==> config.mk <==
export PLATFORM = sky130hd
export DESIGN_NAME = writeback_unit_flat
export DESIGN_NICKNAME = d
export VERILOG_FILES = /design/src/rtl/wb_pkg.sv /design/src/rtl/writeback_unit_if.sv /design/src/rtl/wb_load_fifo.sv /design/src/rtl/writeback_unit.sv /design/src/flat_wrapper.sv
export SDC_FILE = /design/constraint.sdc
export NUM_CORES = 1
export LEC_CHECK = 0
export BUFFER_PORTS_ARGS = -buffer_cell sky130_fd_sc_hd__buf_2
export CAP_MARGIN = 20
export CORE_MARGIN = 3
export CORE_UTILIZATION = 54
export CTS_CLUSTER_DIAMETER = 200
export DETAILED_ROUTE_END_ITERATION = 16
export PLACE_DENSITY = 0.84
export SETUP_SLACK_MARGIN = 0.5
export SLEW_MARGIN = 20
export SYNTH_ARGS = -nofsm -noshare
export SYNTH_HDL_FRONTEND = slang
export SYNTH_SLANG_ARGS = --single-unit
==> constraint.sdc <==
create_clock -name clk -period 3.7 [get_ports clk]
set_input_delay 0.555 -clock clk [delete_from_list [all_inputs] [get_ports clk]]
set_output_delay 0.555 -clock clk [all_outputs]
set_load 0.05 [all_outputs]
==> src/rtl/wb_pkg.sv <==
// Shared writeback types: load funct3 encodings, the pending-load descriptor
// and the write-source select enum.
// The register index inside a descriptor is RD_W bits wide, so the writeback
// unit must be built with mem_depth <= 32.
package wb_pkg;

  localparam int unsigned RD_W = 5;

  localparam logic [2:0] F3_LB  = 3'b000;
  localparam logic [2:0] F3_LH  = 3'b001;
  localparam logic [2:0] F3_LW  = 3'b010;
  localparam logic [2:0] F3_LBU = 3'b100;
  localparam logic [2:0] F3_LHU = 3'b101;

  typedef struct packed {
    logic [RD_W-1:0] rd;
    logic [2:0]      funct3;
    logic [1:0]      offset;
  } ld_desc_t;

  typedef enum logic [1:0] {
    SRC_NONE,
    SRC_LOAD,
    SRC_SKID,
    SRC_ALU
  } wb_src_e;

endpackage

==> src/rtl/writeback_unit_if.sv <==
// Writeback unit bus bundle: ALU path, load issue/response, hazard query and
// register-file drive. master = upstream/pipeline side, slave = writeback_unit.
// With WB_BYPASS_EN defined the bundle also carries byp_valid/byp_addr/byp_data.
interface writeback_unit_if #(
  parameter int unsigned mem_width = 32,
  parameter int unsigned mem_depth = 32
);
  localparam int unsigned RW = $clog2(mem_depth);

  logic                 alu_valid;
  logic                 alu_ready;
  logic [RW-1:0]        alu_rd;
  logic [mem_width-1:0] alu_result;

  logic                 ld_issue;
  logic                 ld_ready;
  logic [RW-1:0]        ld_rd;
  logic [2:0]           ld_funct3;
  logic [1:0]           ld_offset;

  logic                 mem_rvalid;
  logic [mem_width-1:0] mem_rdata;
  logic                 ld_err;

  logic [RW-1:0]        rs1;
  logic [RW-1:0]        rs2;
  logic [RW-1:0]        rd_chk;
  logic                 hazard;

  logic                 rf_we;
  logic [RW-1:0]        rf_addr;
  logic [mem_width-1:0] rf_data;

`ifdef WB_BYPASS_EN
  logic                 byp_valid;
  logic [RW-1:0]        byp_addr;
  logic [mem_width-1:0] byp_data;
`endif

  modport master (
`ifdef WB_BYPASS_EN
    input  byp_valid, byp_addr, byp_data,
`endif
    output alu_valid, alu_rd, alu_result,
    output ld_issue, ld_rd, ld_funct3, ld_offset,
    output mem_rvalid, mem_rdata,
    output rs1, rs2, rd_chk,
    input  alu_ready, ld_ready, ld_err, hazard,
    input  rf_we, rf_addr, rf_data
  );

  modport slave (
`ifdef WB_BYPASS_EN
    output byp_valid, byp_addr, byp_data,
`endif
    input  alu_valid, alu_rd, alu_result,
    input  ld_issue, ld_rd, ld_funct3, ld_offset,
    input  mem_rvalid, mem_rdata,
    input  rs1, rs2, rd_chk,
    output alu_ready, ld_ready, ld_err, hazard,
    output rf_we, rf_addr, rf_data
  );

endinterface

==> src/rtl/wb_load_fifo.sv <==
// Pending-load descriptor FIFO.
// Ports: clk, reset (async, active-high); push/din write side; pop/head read
// side; full/empty status; entry_rd/entry_valid expose every slot for hazard
// lookup. Pointers carry one extra wrap bit to tell full from empty.
module wb_load_fifo
  import wb_pkg::*;
#(
  parameter int unsigned DEPTH = 4
) (
  input  logic                       clk,
  input  logic                       reset,
  input  logic                       push,
  input  ld_desc_t                   din,
  input  logic                       pop,
  output ld_desc_t                   head,
  output logic                       full,
  output logic                       empty,
  output logic [DEPTH-1:0][RD_W-1:0] entry_rd,
  output logic [DEPTH-1:0]           entry_valid
);
  localparam int unsigned AW = $clog2(DEPTH);

  ld_desc_t [DEPTH-1:0] mem;
  logic [AW:0]          wr_ptr;
  logic [AW:0]          rd_ptr;
  logic [AW:0]          count;

  assign empty = (wr_ptr == rd_ptr);
  assign full  = (wr_ptr[AW] != rd_ptr[AW]) && (wr_ptr[AW-1:0] == rd_ptr[AW-1:0]);
  assign count = wr_ptr - rd_ptr;
  assign head  = mem[rd_ptr[AW-1:0]];

  // A slot is live when its distance from the read pointer is below the fill count.
  for (genvar g = 0; g < DEPTH; g++) begin : g_slot
    assign entry_rd[g]    = mem[g].rd;
    assign entry_valid[g] = {1'b0, AW'(g) - rd_ptr[AW-1:0]} < count;
  end

  // Storage needs no reset: only slots flagged valid are ever observed.
  always_ff @(posedge clk) begin
    if (push) mem[wr_ptr[AW-1:0]] <= din;
  end

  always_ff @(posedge clk or posedge reset) begin
    if (reset) begin
      wr_ptr <= '0;
      rd_ptr <= '0;
    end else begin
      if (push) wr_ptr <= wr_ptr + 1'b1;
      if (pop)  rd_ptr <= rd_ptr + 1'b1;
    end
  end

endmodule

==> src/rtl/writeback_unit.sv <==
// Register-file writeback arbiter: merges load responses, a one-entry ALU
// skid and the ALU input into one registered write per cycle
// (priority load > skid > ALU), formats load data, tracks pending loads and
// flags register hazards.
// Ports: clk, reset (async, active-high), wb (writeback_unit_if.slave).
// Optional macro WB_BYPASS_EN: drives byp_* with the write selected this cycle.
module writeback_unit
  import wb_pkg::*;
#(
  parameter int unsigned mem_width = 32,
  parameter int unsigned mem_depth = 32,
  parameter int unsigned LQ_DEPTH  = 4
) (
  input  logic             clk,
  input  logic             reset,
  writeback_unit_if.slave  wb
);
  localparam int unsigned RW = $clog2(mem_depth);

  ld_desc_t                     push_desc;
  ld_desc_t                     head;
  logic                         full, empty, push, pop;
  logic [LQ_DEPTH-1:0][RD_W-1:0] entry_rd;
  logic [LQ_DEPTH-1:0]          entry_valid;

  logic                 skid_full;
  logic [RW-1:0]        skid_rd;
  logic [mem_width-1:0] skid_data;
  logic                 alu_accept;

  wb_src_e              src;
  logic [RW-1:0]        sel_rd;
  logic [mem_width-1:0] sel_data;
  logic                 sel_we;
  logic [mem_width-1:0] ld_data;
  logic                 fmt_bad;
  logic [7:0]           ld_byte;
  logic [15:0]          ld_half;
  logic                 hazard_c;

  // An issue on a full queue is dropped even if a pop frees a slot this cycle.
  assign push       = wb.ld_issue & ~full;
  assign pop        = wb.mem_rvalid & ~empty;
  assign alu_accept = wb.alu_valid & ~skid_full;
  assign push_desc  = '{rd: RD_W'(wb.ld_rd), funct3: wb.ld_funct3, offset: wb.ld_offset};

  assign wb.ld_ready  = ~full;
  assign wb.alu_ready = ~skid_full;

  wb_load_fifo #(.DEPTH(LQ_DEPTH)) u_fifo (
    .clk         (clk),
    .reset       (reset),
    .push        (push),
    .din         (push_desc),
    .pop         (pop),
    .head        (head),
    .full        (full),
    .empty       (empty),
    .entry_rd    (entry_rd),
    .entry_valid (entry_valid)
  );

  // Load data extraction for the descriptor at the queue head.
  always_comb begin
    ld_data = '0;
    fmt_bad = 1'b0;
    ld_byte = wb.mem_rdata[{head.offset, 3'b000} +: 8];
    ld_half = head.offset[1] ? wb.mem_rdata[16 +: 16] : wb.mem_rdata[0 +: 16];
    case (head.funct3)
      F3_LB:   ld_data = {{(mem_width-8){ld_byte[7]}}, ld_byte};
      F3_LH:   ld_data = {{(mem_width-16){ld_half[15]}}, ld_half};
      F3_LW:   ld_data = wb.mem_rdata;
      F3_LBU:  ld_data = mem_width'(ld_byte);
      F3_LHU:  ld_data = mem_width'(ld_half);
      default: fmt_bad = 1'b1;
    endcase
  end

  // Write-source arbitration.
  always_comb begin
    src      = SRC_NONE;
    sel_rd   = '0;
    sel_data = '0;
    if (pop)             src = SRC_LOAD;
    else if (skid_full)  src = SRC_SKID;
    else if (alu_accept) src = SRC_ALU;
    case (src)
      SRC_LOAD: begin sel_rd = RW'(head.rd); sel_data = ld_data;       end
      SRC_SKID: begin sel_rd = skid_rd;      sel_data = skid_data;     end
      SRC_ALU:  begin sel_rd = wb.alu_rd;    sel_data = wb.alu_result; end
      default:  ;
    endcase
    sel_we = (src != SRC_NONE) && (sel_rd != '0);
  end

  function automatic logic rd_hit(input logic [RW-1:0] rd, input logic [RW-1:0] a,
                                  input logic [RW-1:0] b, input logic [RW-1:0] c);
    return (rd != '0) && ((rd == a) || (rd == b) || (rd == c));
  endfunction

  // Hazard against any pending load destination or the parked ALU result.
  always_comb begin
    hazard_c = skid_full && rd_hit(skid_rd, wb.rs1, wb.rs2, wb.rd_chk);
    for (int unsigned i = 0; i < LQ_DEPTH; i++) begin
      if (entry_valid[i] && rd_hit(RW'(entry_rd[i]), wb.rs1, wb.rs2, wb.rd_chk))
        hazard_c = 1'b1;
    end
  end
  assign wb.hazard = hazard_c;

`ifdef WB_BYPASS_EN
  assign wb.byp_valid = sel_we;
  assign wb.byp_addr  = sel_rd;
  assign wb.byp_data  = sel_data;
`endif

  always_ff @(posedge clk or posedge reset) begin
    if (reset) begin
      skid_full  <= 1'b0;
      skid_rd    <= '0;
      skid_data  <= '0;
      wb.ld_err  <= 1'b0;
      wb.rf_we   <= 1'b0;
      wb.rf_addr <= '0;
      wb.rf_data <= '0;
    end else begin
      wb.rf_we   <= sel_we;
      wb.rf_addr <= sel_rd;
      wb.rf_data <= sel_data;
      // An accepted ALU beat parks only when a load response takes the port.
      if (pop && alu_accept) begin
        skid_full <= 1'b1;
        skid_rd   <= wb.alu_rd;
        skid_data <= wb.alu_result;
      end else if (skid_full && !pop) begin
        skid_full <= 1'b0;
      end
      if ((wb.mem_rvalid && empty) || (pop && fmt_bad)) wb.ld_err <= 1'b1;
    end
  end

endmodule

==> src/flat_wrapper.sv <==
// flat-port wrapper written by rule: the top's interface ports become plain ports
module writeback_unit_flat import wb_pkg::*;
#(
  parameter int unsigned mem_width = 32,
  parameter int unsigned mem_depth = 32,
  parameter int unsigned LQ_DEPTH  = 4
)
  (clk, reset, wb_alu_valid, wb_alu_rd, wb_alu_result, wb_ld_issue, wb_ld_rd, wb_ld_funct3, wb_ld_offset, wb_mem_rvalid, wb_mem_rdata, wb_rs1, wb_rs2, wb_rd_chk, wb_alu_ready, wb_ld_ready, wb_ld_err, wb_hazard, wb_rf_we, wb_rf_addr, wb_rf_data);
  writeback_unit_if #(.mem_width(mem_width), .mem_depth(mem_depth)) wb_i ();
  input  logic clk;
  input  logic reset;
  input wire logic [$bits(wb_i.alu_valid)-1:0] wb_alu_valid;
  input wire logic [$bits(wb_i.alu_rd)-1:0] wb_alu_rd;
  input wire logic [$bits(wb_i.alu_result)-1:0] wb_alu_result;
  input wire logic [$bits(wb_i.ld_issue)-1:0] wb_ld_issue;
  input wire logic [$bits(wb_i.ld_rd)-1:0] wb_ld_rd;
  input wire logic [$bits(wb_i.ld_funct3)-1:0] wb_ld_funct3;
  input wire logic [$bits(wb_i.ld_offset)-1:0] wb_ld_offset;
  input wire logic [$bits(wb_i.mem_rvalid)-1:0] wb_mem_rvalid;
  input wire logic [$bits(wb_i.mem_rdata)-1:0] wb_mem_rdata;
  input wire logic [$bits(wb_i.rs1)-1:0] wb_rs1;
  input wire logic [$bits(wb_i.rs2)-1:0] wb_rs2;
  input wire logic [$bits(wb_i.rd_chk)-1:0] wb_rd_chk;
  output wire logic [$bits(wb_i.alu_ready)-1:0] wb_alu_ready;
  output wire logic [$bits(wb_i.ld_ready)-1:0] wb_ld_ready;
  output wire logic [$bits(wb_i.ld_err)-1:0] wb_ld_err;
  output wire logic [$bits(wb_i.hazard)-1:0] wb_hazard;
  output wire logic [$bits(wb_i.rf_we)-1:0] wb_rf_we;
  output wire logic [$bits(wb_i.rf_addr)-1:0] wb_rf_addr;
  output wire logic [$bits(wb_i.rf_data)-1:0] wb_rf_data;
  assign wb_i.alu_valid = wb_alu_valid;
  assign wb_i.alu_rd = wb_alu_rd;
  assign wb_i.alu_result = wb_alu_result;
  assign wb_i.ld_issue = wb_ld_issue;
  assign wb_i.ld_rd = wb_ld_rd;
  assign wb_i.ld_funct3 = wb_ld_funct3;
  assign wb_i.ld_offset = wb_ld_offset;
  assign wb_i.mem_rvalid = wb_mem_rvalid;
  assign wb_i.mem_rdata = wb_mem_rdata;
  assign wb_i.rs1 = wb_rs1;
  assign wb_i.rs2 = wb_rs2;
  assign wb_i.rd_chk = wb_rd_chk;
  assign wb_alu_ready = wb_i.alu_ready;
  assign wb_ld_ready = wb_i.ld_ready;
  assign wb_ld_err = wb_i.ld_err;
  assign wb_hazard = wb_i.hazard;
  assign wb_rf_we = wb_i.rf_we;
  assign wb_rf_addr = wb_i.rf_addr;
  assign wb_rf_data = wb_i.rf_data;
  writeback_unit #(.mem_width(mem_width), .mem_depth(mem_depth), .LQ_DEPTH(LQ_DEPTH)) u_core (.clk(clk), .reset(reset), .wb(wb_i));
endmodule
; Yosys cells after proc, flatten, opt, wreduce, memory -nomap -nowiden
; Index checks and enable logic that the tools add are counted.
[classes]
order_cmp = 7
n_eq_ne = 25
n_shift = 1
reduce_logical = 39
n_bitwise = 6
muxes = 19
n_addsub = 7
[op_table]
columns = op, n
row1 = case mux 32 bit (5 select lines), 1
row2 = case mux 32 bit (3 select lines), 1
row3 = == test 5 bit, 15
row4 = bitwise mux 40 bit, 1
row5 = variable part select 32 x 6 -> 8 bit, 1
row6 = nonzero test 5 bit, 6
row7 = binary-select mux 10 bit (select 2 bit), 1
row8 = demux 10 bit (select 2 bit), 1
row9 = two-way mux 10 bit, 2
row10 = logical AND 1 bit, 17
row11 = two-way mux 16 bit, 1
row12 = case mux 5 bit (3 select lines), 1
row13 = < comparator 2 x 3 -> 1 bit, 4
row14 = logical OR 1 bit, 11
row15 = two-way mux 1 bit, 7
row16 = adder 3 x 1 -> 3 bit (second input constant), 2
row17 = == test 3 bit (second input constant), 2
row18 = < comparator 2 x 3 -> 1 bit (second input constant), 2
row19 = two-way mux 2 bit, 3
row20 = OR reduction 5 bit, 1
row21 = == test 2 bit (second input constant), 2
row22 = nonzero test 2 bit, 2
row23 = subtractor 1 x 2 -> 2 bit (first input constant), 2
row24 = subtractor 2 bit (first input constant), 2
row25 = other kinds (12), 16
[word_totals]
in_bits = 99
word_cells = 125
ff_bits = 123
output_inout_bits = 42

; Longest topological paths before layout
[logic_depth]
word_depth = 9
mapped_depth = 11
depth_no_buf = 10

; Modules after synthesis
; A second synthesis with hierarchy kept.
[unflattened]
cells_unflattened = 564
hier_area_um2 = 6658.9
[by_module_without_submodules]
columns = mod, n_inst, seq_area_each_um2, cells_each, area_per_inst_um2
row1 = writeback_unit, 1, 1926.8, 437, 4513.1
row2 = wb_load_fifo, 1, 1351.3, 127, 2145.8

; Least setup slack after synthesis
; No wires, ideal clock.
[synth_path]
path_type = reg2out
from = reg u_core.u_fifo.wr_ptr[0]
to = out wb_hazard
stages_incl_launch_ff = 11
arrival_time_ns = 2.475
path_buffers = 0
path_slack_ns = 0.670
required_time_ns = 3.145
cell_sequence = dfrtp_1 -> inv_1 -> ha_1 -> inv_1 -> fa_1 -> inv_1 -> ha_1 -> a21oi_1 -> o22ai_1 -> a21oi_1 -> or4_1
[synth_between]
elab_chain_cells = 7
elab_cells_between_ends = 13
cone_classes = add/sub (1) / order compare (4) / mux (4) / reduce/logical (4)
[synth_rtl]
columns = element, line_no
row1 = from (decl), wb_load_fifo.sv:24  ; logic [AW:0] wr_ptr;
row2 = from (signal assigned), wb_load_fifo.sv:49  ; if (push) wr_ptr <= wr_ptr + 1'b1;
row3 = subtractor 3 bit (*), wb_load_fifo.sv:30  ; assign count = wr_ptr - rd_ptr;
row4 = < comparator 2 x 3 -> 1 bit, wb_load_fifo.sv:36  ; assign entry_valid[g] = {1'b0, AW'(g) - rd_ptr[AW-1:0]} < count;
row5 = logical AND 1 bit, writeback_unit.sv:105  ; if (entry_valid[i] && rd_hit(RW'(entry_rd[i]), wb.rs1, wb.rs2, wb.rd_chk))
row6 = two-way mux 1 bit (3 in a row), writeback_unit.sv:105
row7 = two-way mux 1 bit (*), writeback_unit.sv:105
row8 = to (decl), flat_wrapper.sv:27  ; output wire logic [$bits(wb_i.hazard)-1:0] wb_hazard;
; Mark *: on every way between the ends. The rest lies on a longest branch, timed or not.

; Final worst setup path
; Same ends and word-level chain as after synthesis.

==> flow_metrics.tcl <==
set metrics [dict create \
    fin_area_sq_um 7910 \
    fin_skew_ps 13.0 \
    synthCells 522 \
    dp_hpwl_mm 12.5 \
    synth_cell_types 51 \
    grt_pass1_wl_mm 27.2 \
    cts_buffer_depth 2 \
    worstReg2RegStart "u_core.u_fifo.rd_ptr[0]$_DFFE_PP0P_" \
    syn_nets 634 \
    ys_ff_latch 123 \
    wl_mm 17.7 \
    cts_hold_buf 0 \
    maxCapViolations 0 \
    dpl_cell_area_sq_um 7190 \
    arrival_ps 2870 \
    cts_buffers 17 \
    final_hold_viol_count 0 \
    crit_required_ps 3140 \
    gp_congestion 0.895 \
    multi_input_area_sq_um 2970 \
    holdWs_ps 273 \
    cellPowerDensity_nw_per_um2 956 \
    synth_common_cells "dfrtp_1 (83), xnor2_1 (42), edfxtp_1 (40)" \
    synth_ff_type "dfrtp_1" \
    leakagePower_nw 3.42 \
    slowest_delay_ps 490 \
    path_common_cell "inv_2" \
    crit_path_start "u_core.u_fifo.wr_ptr[0]$_DFFE_PP0P_" \
    yosys.area.top_type "dfrtp_1" \
    finalCritPeriodShare_pct 92.6 \
    final_nets 770 \
    avgSynthCellArea_sq_um 12.3 \
    via_count 5036 \
    area_delta_synth_final_pct 22.8 \
    top_layer "met4" \
    cp_max_fo 4 \
    grt_pass1_vias 5240 \
    core_sq_um 11500 \
    htree_num_levels 4 \
    report.final.slew_viol_count 0 \
    dp_cells 772 \
    setup_ws_ps 275 \
    worst-path-buf-inv 4 \
    hold_path_class "primary input to async pin" \
    tns_ps 0 \
    wl_per_cell_microns 21.7 \
    seqCellArea_sq_um 3280 \
    die_h_microns 115 \
    max_freq_mhz 292 \
    postLayoutCoreUtil_pct 68.7 \
    tightest_slew_ps 750 \
    cp-start-kind "flop" \
    cts_sinks 123 \
    dr_wl_met3_mm 1.53 \
    critPathKind "flop to output port" \
    totalPowerFinal_mw 7.55 \
    vias_per_cell 6.16 \
    met2_length_mm 8.81 \
    fp-row-count 39 \
    n_fill_cell 811 \
    grt_start_max_net_pins 62 \
    crit_slowest_cell "fa_1" \
    cts-root-buf "clkbuf_16" \
    drt_iter0_markers 754 \
    grt_usage_pct 26.9 \
    met1_length_mm 6.83 \
    synth_edf_count 40 \
    synth_area_sq_um 6440 \
    synth_warnings 0 \
    synth.top_cell.area_share_pct 32.3 \
    dp_slack_ps 505 \
    die-area_sq_um 13300 \
    setup_viol 0 \
    status "complete, no violations" \
    start_util_pct 55.9 \
    rsz0062_at_grt "true" \
    ioPinCount 141 \
    drtAntennaViolNets 0 \
    clock_latency_ps 420 \
    max_slew_margin_pct 50.0 \
    endpoint_kind "output port" \
    post-synth-top-count-cell "dfrtp_1" \
    cts_tree "yes" \
    antenna_found_initial 3 \
    yosys-top-cells-area "dfrtp_1 (32%), edfxtp_1 (19%), mux2_2 (6.5%), xnor2_1 (5.7%), xor2_1 (5.3%)" \
    numPortBuffers 140 \
    drc 0 \
    min_period_ps 3420 \
    synth-seq-area-share_pct 50.9 \
    cpLargestDelayFamily "adder cells" \
    grt_overflow_total 0 \
    die_w_microns 115 \
    first_pass_iters 7 \
    drive_above_1_share_pct 39.2 \
    synthArstFlopShare_pct 67.5 \
    final-instance-count-excl-fill 817 \
    ir_drop_mv 0.481 \
    path_cells "inv_2 > ha_4 > inv_2 > fa_1 > inv_2 > ha_1 > a21oi_1 > o22ai_1 > o22ai_1 > or4_4 > buf_8" \
    clkTransAtPathRegs_ps 60 \
]
[flip-flops by register name (all words and copies together) (netlist names), 3 cells and up]
signal / count
u_core.skid_data: 32
u_core.skid_rd: 5
u_core.u_fifo.entry_rd: 20
u_core.u_fifo.mem: 20
u_core.u_fifo.rd_ptr: 3
u_core.u_fifo.wr_ptr: 3
u_core.wb.rf_addr: 5
u_core.wb.rf_data: 32
[power breakdown]
group	leakage (nW)	switching [mW]	internal, mW
logic	1.75	2.21	1.43
registers	1.38	0.352	1.93
clock network	0.292	0.611	1.02
[kinds of logic (layout without fill, tap and decap cells)]
family	count (synthesis)	after routing	synth area share, %
AOI/OAI and AO/OA	97	97	11.4
muxes	58	58	11.8
other	0	3	0
xor gates and xnor gates	81	81	11.0
DFF	123	123	50.9
buffers and inverters	50	199	3.42
adders and majority gates	13	13	2.64
and+or+nand+nor	100	100	8.79
[final timing paths]
kind / end / slack, ps / cells past startpoint
setup / recovery: wb_hazard / 280 / 11
hold / removal: u_core.wb.rf_addr[0]$_DFF_PP0_ / 270 / 2
setup reg to reg: u_core.wb.rf_data[17]$_DFF_PP0_ / 880 / 7
hold reg to reg: u_core.wb.ld_err$_DFFE_PP0P_ / 460 / 1
max in group asynchronous: u_core.skid_data[7]$_DFFE_PP0P_ / 2610 / 3
min in group clk: u_core.u_fifo.entry_rd[11]$_DFFE_PP_ / 350 / 1
[layout make-up]
type                       count  area share [%]
sequential                   123            41.5
antenna                        3          0.0950
multi-input combinational    349            37.6
clock inverter                11            1.30
inverter                      10           0.506
tap                          143            2.26
clock buffer                  21            6.22
timing repair buffer         157            10.6
[cells in the final DEF (no fill, tap or decap), types with 9 or more instances in the layout]
cell,instances
ha_1,10
nor2_1,17
clkbuf_16,18
buf_4,17
nand2_1,9
nand3_1,14
buf_2,139
a21oi_1,19
dfrtp_1,83
xnor2_1,42
mux4_2,9
xor2_1,39
mux2i_1,10
a222oi_1,16
nand2b_1,17
nor3_1,17
a22oi_1,17
mux2_2,37
edfxtp_1,40
[routing by layer]
layer	global-route usage, %	up-vias
li1	-	2213
met1	34.0	2465
met2	43.8	306
met3	7.05	52
met4	11.8	0
met5	0	-
[timing repair]
item | CTS | global route
pin swaps | 5 | 3
buffers inserted | 8 | 2
resized for setup | 10 | 0
endpoints found under the setup margin | 1 | 1
Power figures use the tool's default switching activity.
